==> src/rtl/pc_fetch_sequencer.sv <==
// pc_fetch_sequencer: owns the program counter in front of the pipelined CPU.
// Runs one program pass IDLE -> RUN -> DRAIN -> DONE. During DRAIN it presents
// NOP_ADDR so the instructions already in the pipe can retire. It also keeps
// saturating cycle, stall and fetch counters.
module pc_fetch_sequencer #(
   parameter logic [31:0] RESET_PC     = 32'h0000_0000,
   parameter logic [31:0] END_PC       = 32'h0000_00FC,
   parameter logic [31:0] NOP_ADDR     = 32'h0000_0FFC,
   parameter int unsigned DRAIN_CYCLES = 4
) (
   input  logic        clk,
   input  logic        rst_n,
   input  logic        start,
   input  logic        halt_req,
   input  logic        PC_Write,
   input  logic [31:0] Next_Addr,
   output logic [31:0] Input_Addr,
   output logic        run,
   output logic        done,
   output logic [31:0] cycle_cnt,
   output logic [31:0] stall_cnt,
   output logic [31:0] fetch_cnt
);

   typedef enum logic [1:0] {
      S_IDLE  = 2'd0,
      S_RUN   = 2'd1,
      S_DRAIN = 2'd2,
      S_DONE  = 2'd3
   } state_t;

   localparam logic [3:0]  DRAIN_INIT  = 4'(DRAIN_CYCLES);
   localparam logic [31:0] RESET_ALIGN = {RESET_PC[31:2], 2'b00};

   state_t      r_state;
   logic [31:0] r_pc;
   logic [3:0]  r_drain_cnt;
   logic        r_run;
   logic        r_done;
   logic [31:0] r_cycle_cnt;
   logic [31:0] r_stall_cnt;
   logic [31:0] r_fetch_cnt;

   state_t      w_state_nxt;
   logic [31:0] w_pc_nxt;
   logic [3:0]  w_drain_nxt;
   logic [31:0] w_cycle_nxt;
   logic [31:0] w_stall_nxt;
   logic [31:0] w_fetch_nxt;
   logic        w_run_nxt;
   logic        w_done_nxt;
   logic        w_end_fetch;

   // The CPU always produces a word address. Its two low bits are never used.
   logic        w_unused_lo;
   assign w_unused_lo = ^Next_Addr[1:0];

   // Counters stop at all-ones. They do not wrap to zero.
   function automatic logic [31:0] f_sat_inc(input logic [31:0] v);
      return (v == 32'hFFFF_FFFF) ? v : v + 32'd1;
   endfunction

   // The last program word is fetched only when the CPU actually accepts it.
   assign w_end_fetch = PC_Write && (r_pc == END_PC);

   // Outside RUN, point the CPU at the NOP hole so the pipe fills with bubbles.
   assign Input_Addr = (r_state == S_RUN) ? r_pc : NOP_ADDR;
   assign run        = r_run;
   assign done       = r_done;
   assign cycle_cnt  = r_cycle_cnt;
   assign stall_cnt  = r_stall_cnt;
   assign fetch_cnt  = r_fetch_cnt;

   // Next-state, program-counter and counter update logic.
   always_comb begin
      // NOTE: every output of this block gets a default first, so no path can
      // leave a signal unassigned and infer a latch.
      w_state_nxt = r_state;
      w_pc_nxt    = r_pc;
      w_drain_nxt = r_drain_cnt;
      w_cycle_nxt = r_cycle_cnt;
      w_stall_nxt = r_stall_cnt;
      w_fetch_nxt = r_fetch_cnt;

      unique case (r_state)
         S_IDLE, S_DONE: begin
            if (start) begin
               w_state_nxt = S_RUN;
               w_pc_nxt    = RESET_ALIGN;
               w_cycle_nxt = '0;
               w_stall_nxt = '0;
               w_fetch_nxt = '0;
            end
         end
         S_RUN: begin
            w_cycle_nxt = f_sat_inc(r_cycle_cnt);
            if (PC_Write) begin
               w_pc_nxt    = {Next_Addr[31:2], 2'b00};
               w_fetch_nxt = f_sat_inc(r_fetch_cnt);
            end else begin
               w_stall_nxt = f_sat_inc(r_stall_cnt);
            end
            // On a halt with PC_Write=1 the CPU has already latched the word
            // at r_pc, so the fetch counted above is kept.
            if (w_end_fetch || halt_req) begin
               w_state_nxt = S_DRAIN;
               w_drain_nxt = DRAIN_INIT;
            end
         end
         S_DRAIN: begin
            w_cycle_nxt = f_sat_inc(r_cycle_cnt);
            // Stalled cycles do not advance the pipe, so they do not count
            // toward the drain.
            if (PC_Write) begin
               w_drain_nxt = r_drain_cnt - 4'd1;
               if (r_drain_cnt == 4'd1) begin
                  w_state_nxt = S_DONE;
               end
            end
         end
         default: begin
            w_state_nxt = S_IDLE;
         end
      endcase

      w_run_nxt  = (w_state_nxt == S_RUN) || (w_state_nxt == S_DRAIN);
      w_done_nxt = (w_state_nxt == S_DONE);
   end

   // State register with synchronous reset. Reset overrides start and halt.
   always_ff @(posedge clk) begin
      // NOTE: sequential state uses non-blocking assignments, so every
      // register samples values from before this clock edge.
      if (!rst_n) begin
         r_state     <= S_IDLE;
         r_pc        <= RESET_ALIGN;
         r_drain_cnt <= '0;
         r_run       <= 1'b0;
         r_done      <= 1'b0;
         r_cycle_cnt <= '0;
         r_stall_cnt <= '0;
         r_fetch_cnt <= '0;
      end else begin
         r_state     <= w_state_nxt;
         r_pc        <= w_pc_nxt;
         r_drain_cnt <= w_drain_nxt;
         r_run       <= w_run_nxt;
         r_done      <= w_done_nxt;
         r_cycle_cnt <= w_cycle_nxt;
         r_stall_cnt <= w_stall_nxt;
         r_fetch_cnt <= w_fetch_nxt;
      end
   end

endmodule
==> config.mk <==
export PLATFORM = sky130hd
export DESIGN_NAME = pc_fetch_sequencer
export DESIGN_NICKNAME = d
export VERILOG_FILES = /design/src/rtl/pc_fetch_sequencer.sv
export SDC_FILE = /design/constraint.sdc
export NUM_CORES = 1
export LEC_CHECK = 0
export ABC_AREA = 1
export ABC_CLOCK_PERIOD_IN_PS = 4400
export CORE_MARGIN = 3
export CORE_UTILIZATION = 56
export CTS_CLUSTER_DIAMETER = 100
export DETAILED_ROUTE_END_ITERATION = 6
export GPL_TIMING_DRIVEN = 1
export PLACE_DENSITY = 0.86
export SKIP_CTS_REPAIR_TIMING = 1
export SLEW_MARGIN = 10
export SYNTH_ARGS = -nofsm -noshare
export SYNTH_HDL_FRONTEND = slang
export SYNTH_SLANG_ARGS = --single-unit
==> constraint.sdc <==
create_clock -name clk -period 4.4 [get_ports clk]
set_clock_uncertainty 0.05 [all_clocks]
set_input_delay 0.88 -clock clk [delete_from_list [all_inputs] [get_ports clk]]
set_output_delay 0.88 -clock clk [all_outputs]
set_load 0.1 [all_outputs]
==> results of run 1 <==
## cells in the mapped netlist (11+ instances only)
cell | number | area, sq um
buf_2 | 11 | 55.05
inv_1 | 196 | 735.7
o21ai_0 | 58 | 290.3
nor3_1 | 51 | 255.2
nor2_1 | 157 | 589.3
nand3_1 | 98 | 490.5
nand2_1 | 360 | 1351
clkbuf_1 | 14 | 52.55
dfxtp_1 | 134 | 2683
nand4_1 | 19 | 118.9
a21oi_1 | 107 | 535.5
o21ai_1 | 13 | 65.06
## routing by layer
| layer | global-route usage | wire length, microns | part of all wire | up-vias |
|---|---|---|---|---|
| li1 | - | - | - | 4493 |
| met1 | 0.3821 | 10330 | 0.44 | 4078 |
| met2 | 0.4801 | 11090 | 0.47 | 363 |
| met3 | 0.06658 | 1788 | 0.076 | 38 |
| met4 | 0.07950 | 301 | 0.013 | 0 |
| met5 | 0 | 0 | 0 | - |
## report_power, final
part	total (mW)	internal [mW]	leakage [nW]	switching, mW
Clock	1.42	0.801	0.285	0.618
Combinational	0.651	0.161	2.77	0.490
Sequential	1.30	1.27	1.09	0.0318
## tightest hold or removal path, stage by stage (launching register included)
cell and delay (ps):
dfxtp_1 310, inv_1 60, a21oi_1 60
## area by class of cell
type | count | area [sq um]
Multi-Input combinational cell | 942 | 4382
Fill cell | 1191 | 3715
Sequential cell | 134 | 2683
Timing Repair Buffer | 169 | 1637
Inverter | 205 | 769.5
Clock buffer | 17 | 425.4
Tap cell | 180 | 225.2
Clock inverter | 15 | 152.6
## final timing paths
| kind | end | slack (ps) | cells past startpoint |
|---|---|---|---|
| worst max-delay path | Input_Addr[2] | 700 | 3 |
| worst max register to register | fetch_cnt[28]$_SDFFE_PN0P_ | 1180 | 11 |
| worst min-delay path | r_pc[15]$_SDFFE_PN0P_ | 420 | 2 |
| worst min register to register | r_pc[15]$_SDFFE_PN0P_ | 420 | 2 |
## cell families (layout without fill, tap and decap cells)
kind of cell             after synthesis  after routing  share of synthesized area
AO/OA/AOI/OAI                        194            194                     0.1258
XOR/XNOR                               8              8                   0.008687
adder cells (fa/ha/maj)                8              8                    0.01241
buffers and inverters                248            406                     0.1250
flip-flops                           134            134                     0.3326
other                                  1              2                  0.0004649
AND/OR/NAND/NOR                      730            730                     0.3951
## through the flow
step                      hold slack (ps)  instances  worst slack (ps)  total power [mW]
final                               419.6       1662             695.8             3.368
after global routing                440.2       1662             629.6             3.488
after CTS                           419.0       1662             721.0             3.368
after detailed placement            409.6       1630              1009             1.963
after global placement              404.6       1630              1043             1.955
after floorplan                     395.1       1324              1514             1.821
## sequential cells by signal (all words and copies together), names as in the netlist
register / cells
cycle_cnt: 32
done: 1
fetch_cnt: 32
r_drain_cnt: 4
r_pc: 30
r_state: 2
run: 1
stall_cnt: 32
==> run metrics, run 1 <==
outcome=finished clean; max cap viols=0; Via density=about 5.4; DP Wirelength=approximately 17 mm; launch point of the worst reg-to-reg path=r_state[0]$_SDFF_PN0_; clock latency on the worst-skew pair=~440 ps; DP Area=approximately 0.0097 sq mm; setup_tns=0 ps; Cells after Synth=around 1300; first drt pass iteration count=4; TritonCTS Buffers=17; initial core utilization=0.5767; Warnings, synthesis=0; Critical Path Sink Type=output port; placement row count=43; Post-synth EDFFs=0; CTS H-Tree Depth=4; n_diodes=0; Max-slew headroom=0.1948; Die Wd=126.0 microns; Crit-path slowest cell=clkdlybuf4s50_1; share of layout cells above drive strength 1=0.06680; Arrival @ worst endpoint=2770 ps; Static Leak=slightly above 4 nW; worst-path cell chain=ha_2, nand2_1, clkdlybuf4s50_1; Post-Syn Area=just over 0.008 sq mm; PortBufs=162; Max Fclk=270.0 MHz; Synth async-reset ratio=0; Ports=around 170; crit share post-route=0.8419; CTS tree=yes; Startpoint Class=flip-flop; total detailed-routing wirelength=23.51 mm; unrepaired setup endpoints after global routing=no; first-pass GRT wire length=about 38 mm; Final Hold Viols=0; GRT Overall Usage=0.2901; largest net degree at the start of global routing=35; die footprint=around 0.016 sq mm; crit-path max FO=31; DRT antenna net count=0; Required @ worst endpoint=roughly 3500 ps; clock tree buffer depth=2; fin. max-slew vios=0; Main synth FF type=dfxtp_1; power density over the cells=327.8 mW/mm^2; CP max stage delay=approximately 1000 ps; Netlist cell types=43; Yosys reg bits=roughly 130; Worst-path clk slew=approximately 70 ps; Placer Congestion=just over 0.9; Syn Area/Cell=around 6 sq um; Slew @ Worst Pin=around 1200 ps; Routed wire per std cell=14.15 microns; final net count=between 1500 and 2000; Die Y=approximately 130 microns; core area=between 0.01 and 0.015 sq mm; fin util=0.7344; clock sink count=about 130; CP delay by family, top=buffers and inverters; Tmin final=3704 ps; DRC viols=0; Hold Crit Start=r_pc[15]$_SDFFE_PN0P_; WS Path Type=flip-flop to output port; highest-count cells in the layout ignoring fill and taps=nand2_1, inv_1, nor2_1; # setup viols final=0; Area Growth Syn to Fin=27.36%; Crit path buffers/inverters=1; Max VDD drop=between 0.0003 and 0.0004 V; CTS root buf=clkbuf_16; most common cell after layout, fill and taps aside=nand2_1; Hold Crit Class=flip-flop to flip-flop; Vias=roughly 9000; vias in the first global route=between 8000 and 9000; Remaining Overflow, GRT=0; final instance area=0.01027 sq mm; initial antenna violation count=0; worst setup path start=r_state[0]$_SDFF_PN0_; sequential element share of the synthesized area=0.3326; initial DRC count=724
(Power assumes the default switching activity.)
==> run 2: changes to the inputs <==
--- a/config.mk
+++ b/config.mk
@@ -6,13 +6,13 @@
 export NUM_CORES = 1
 export LEC_CHECK = 0
 export ABC_AREA = 1
-export ABC_CLOCK_PERIOD_IN_PS = 4400
+export ABC_CLOCK_PERIOD_IN_PS = 3900
 export CORE_MARGIN = 3
-export CORE_UTILIZATION = 56
+export CORE_UTILIZATION = 52
 export CTS_CLUSTER_DIAMETER = 100
 export DETAILED_ROUTE_END_ITERATION = 6
 export GPL_TIMING_DRIVEN = 1
-export PLACE_DENSITY = 0.86
+export PLACE_DENSITY = 0.81
 export SKIP_CTS_REPAIR_TIMING = 1
 export SLEW_MARGIN = 10
 export SYNTH_ARGS = -nofsm -noshare
==> constraint.sdc (replaced) <==
create_clock -name clk -period 3.9 [get_ports clk]
set_clock_uncertainty 0.05 [all_clocks]
set_input_delay 0.78 -clock clk [delete_from_list [all_inputs] [get_ports clk]]
set_output_delay 0.78 -clock clk [all_outputs]
set_load 0.1 [all_outputs]
==> run metrics, run 2 (synthesis results as in run 1) <==
clock latency on the worst-skew pair=440 ps (about the same); CP max stage delay=610 ps (-420 ps); crit share post-route=0.7822; Required @ worst endpoint=3070 ps (-400 ps); TritonCTS Buffers=17 (unchanged); Placer Congestion=0.9548 (+2.1%); worst reg2reg setup slack=980 ps (-200 ps); initial antenna violation count=0 (unchanged); GRT Overall Usage=0.2849 (-0.005116); worst setup path start=r_state[0]$_SDFF_PN0_; Area Growth Syn to Fin=28.29%; total detailed-routing wirelength=24.41 mm (+3.8%); largest net degree at the start of global routing=39 (+11%); worst-path cell chain=ha_2, buf_12, nand2_1, inv_1, buf_4; clock sink count=134 (unchanged); Critical Path Sink Type=output port; first drt pass iteration count=5 (+1); final net count=1515 (+0.066%); clock tree buffer depth=2 (unchanged); Routed wire per std cell=14.64 microns (+3.5%); share of layout cells above drive strength 1=0.07417 (+0.007372); most common cell after layout, fill and taps aside=nand2_1; DP Wirelength=17.22 mm (+2.6%); Tmin final=around 3000 ps; pre-CTS WS=550.9 ps (-458.4 ps); Max Fclk=between 300 and 400 MHz; DRC viols=0 (unchanged); highest-count cells in the layout ignoring fill and taps=nand2_1, inv_1, nor2_1; Arrival @ worst endpoint=2220 ps (-550 ps); Die Y=130.6 microns (+3.6%); fin. max-slew vios=0 (unchanged); Startpoint Class=flip-flop; DRT antenna net count=0 (unchanged); Register-to-Register Path Depth=12 (+1); core area=0.01486 sq mm (+6.3%); CP endpoint=Input_Addr[26]; Max VDD drop=0.0003339 V (-11%); Hold Crit Class=flip-flop to flip-flop; PortBufs=162 (unchanged); vias in the first global route=8377 (+2.8%); placement row count=44 (+2.3%); Via density=5.424 (+0.47%); final instance area=0.01035 sq mm (+0.73%); Worst Hold Depth=2 (unchanged); Remaining Overflow, GRT=0 (unchanged); WHS=416.5 ps (-3.041 ps); Die Wd=130.6 microns (+3.6%); first-pass GRT wire length=39.28 mm (+2.3%); setup slack after layout=849.4 ps (+153.6 ps); unrepaired setup endpoints after global routing=no; crit-path max FO=34 (+9.7%); Static Leak=4.183 nW (+0.87%); launch point of the worst reg-to-reg path=r_state[0]$_SDFF_PN0_; Final Hold Viols=0 (unchanged); setup_tns=0 ps (unchanged); power density over the cells=388.2 mW/mm^2 (+18%); CTS H-Tree Depth=4 (unchanged); CTS root buf=clkbuf_16; Crit-path slowest cell=ha_2; CTS tree=yes; Ports=167 (unchanged); Vias=9041 (+0.77%); outcome=finished clean; Worst-path clk slew=60 ps (about the same); initial core utilization=0.5427 (-0.03398); Max-slew headroom=0.3249 (+0.1301); Slew @ Worst Pin=1009 ps (-197.0 ps); die footprint=0.01704 sq mm (+7.3%); initial DRC count=875 (+21%); max cap viols=0 (unchanged); WS Path Type=flip-flop to output port; n_diodes=0 (unchanged); r2r endpoint=fetch_cnt[28]$_SDFFE_PN0P_; # setup viols final=0 (unchanged); DP Area=0.009683 sq mm (-0.13%)
run 2: changes by cell type in the layout (fill, tap and decap cells not counted), sizes merged:
cell,change
clkinv,+2
clkbuf,+3
clkinvlp,+3
clkdlybuf4s50,-10
inv,-12
bufinv,+4
buf,+11
run 2: worst min-delay path by stage:
| stage | endpoint | slack [ps] | start |
|---|---|---|---|
| 2_1_floorplan | r_pc[2]$_SDFFE_PN0P_ | 400 | r_pc[2]$_SDFFE_PN0P_ |
| 3_3_place_gp | r_pc[16]$_SDFFE_PN0P_ | 400 | r_pc[16]$_SDFFE_PN0P_ |
| 3_5_place_dp | r_pc[2]$_SDFFE_PN0P_ | 410 | r_pc[2]$_SDFFE_PN0P_ |
| 4_1_cts | r_pc[2]$_SDFFE_PN0P_ | 420 | r_pc[2]$_SDFFE_PN0P_ |
| 5_1_grt | r_pc[18]$_SDFFE_PN0P_ | 440 | r_pc[18]$_SDFFE_PN0P_ |
| 6_report | r_pc[2]$_SDFFE_PN0P_ | 420 | r_pc[2]$_SDFFE_PN0P_ |
run 2: final cells by class:
| cell class | instances | area, sq um |
|---|---|---|
| sequential | 134 | 2683 |
| clock buffer | 20 | 466.7 |
| fill | 1322 | 4516 |
| clock inverter | 12 | 198.9 |
| timing repair buffer | 170 | 1619 |
| multi-input combinational | 942 | 4382 |
| tap | 184 | 230.2 |
| inverter | 205 | 769.5 |
run 2: through the flow:
| stage | util | total power [mW] | std cells |
|---|---|---|---|
| after floorplan | - | 2.054 | 1324 |
| after global placement | 0.6514 | 2.205 | 1635 |
| after detailed placement | 0.6514 | 2.218 | 1635 |
| after CTS | 0.6962 | 4.017 | 1667 |
| after global routing | 0.6962 | 4.139 | 1667 |
| final | 0.6962 | 4.017 | 1667 |
run 2: where the power goes:
part / total (mW) / switching (mW) / internal (mW)
combinational: 0.735 / 0.554 / 0.180
clock: 1.82 / 0.636 / 1.18
sequential: 1.46 / 0.0353 / 1.43
run 2: worst max-delay path: cells and delay by family (launching register included):
| family | cells | cell delay [ps] |
|---|---|---|
| buffers and inverters | 3 | 620 |
| adder cells (fa/ha/maj) | 1 | 610 |
| flip-flops | 1 | 430 |
| AND/OR/NAND/NOR | 1 | 80 |
run 2: layer usage:
| metal | track usage | vias up | part of all wire |
|---|---|---|---|
| li1 | - | 4497 | - |
| met1 | 0.3704 | 4124 | 0.44 |
| met2 | 0.4629 | 357 | 0.46 |
| met3 | 0.06341 | 63 | 0.073 |
| met4 | 0.1095 | 0 | 0.026 |
| met5 | 0 | - | 0 |
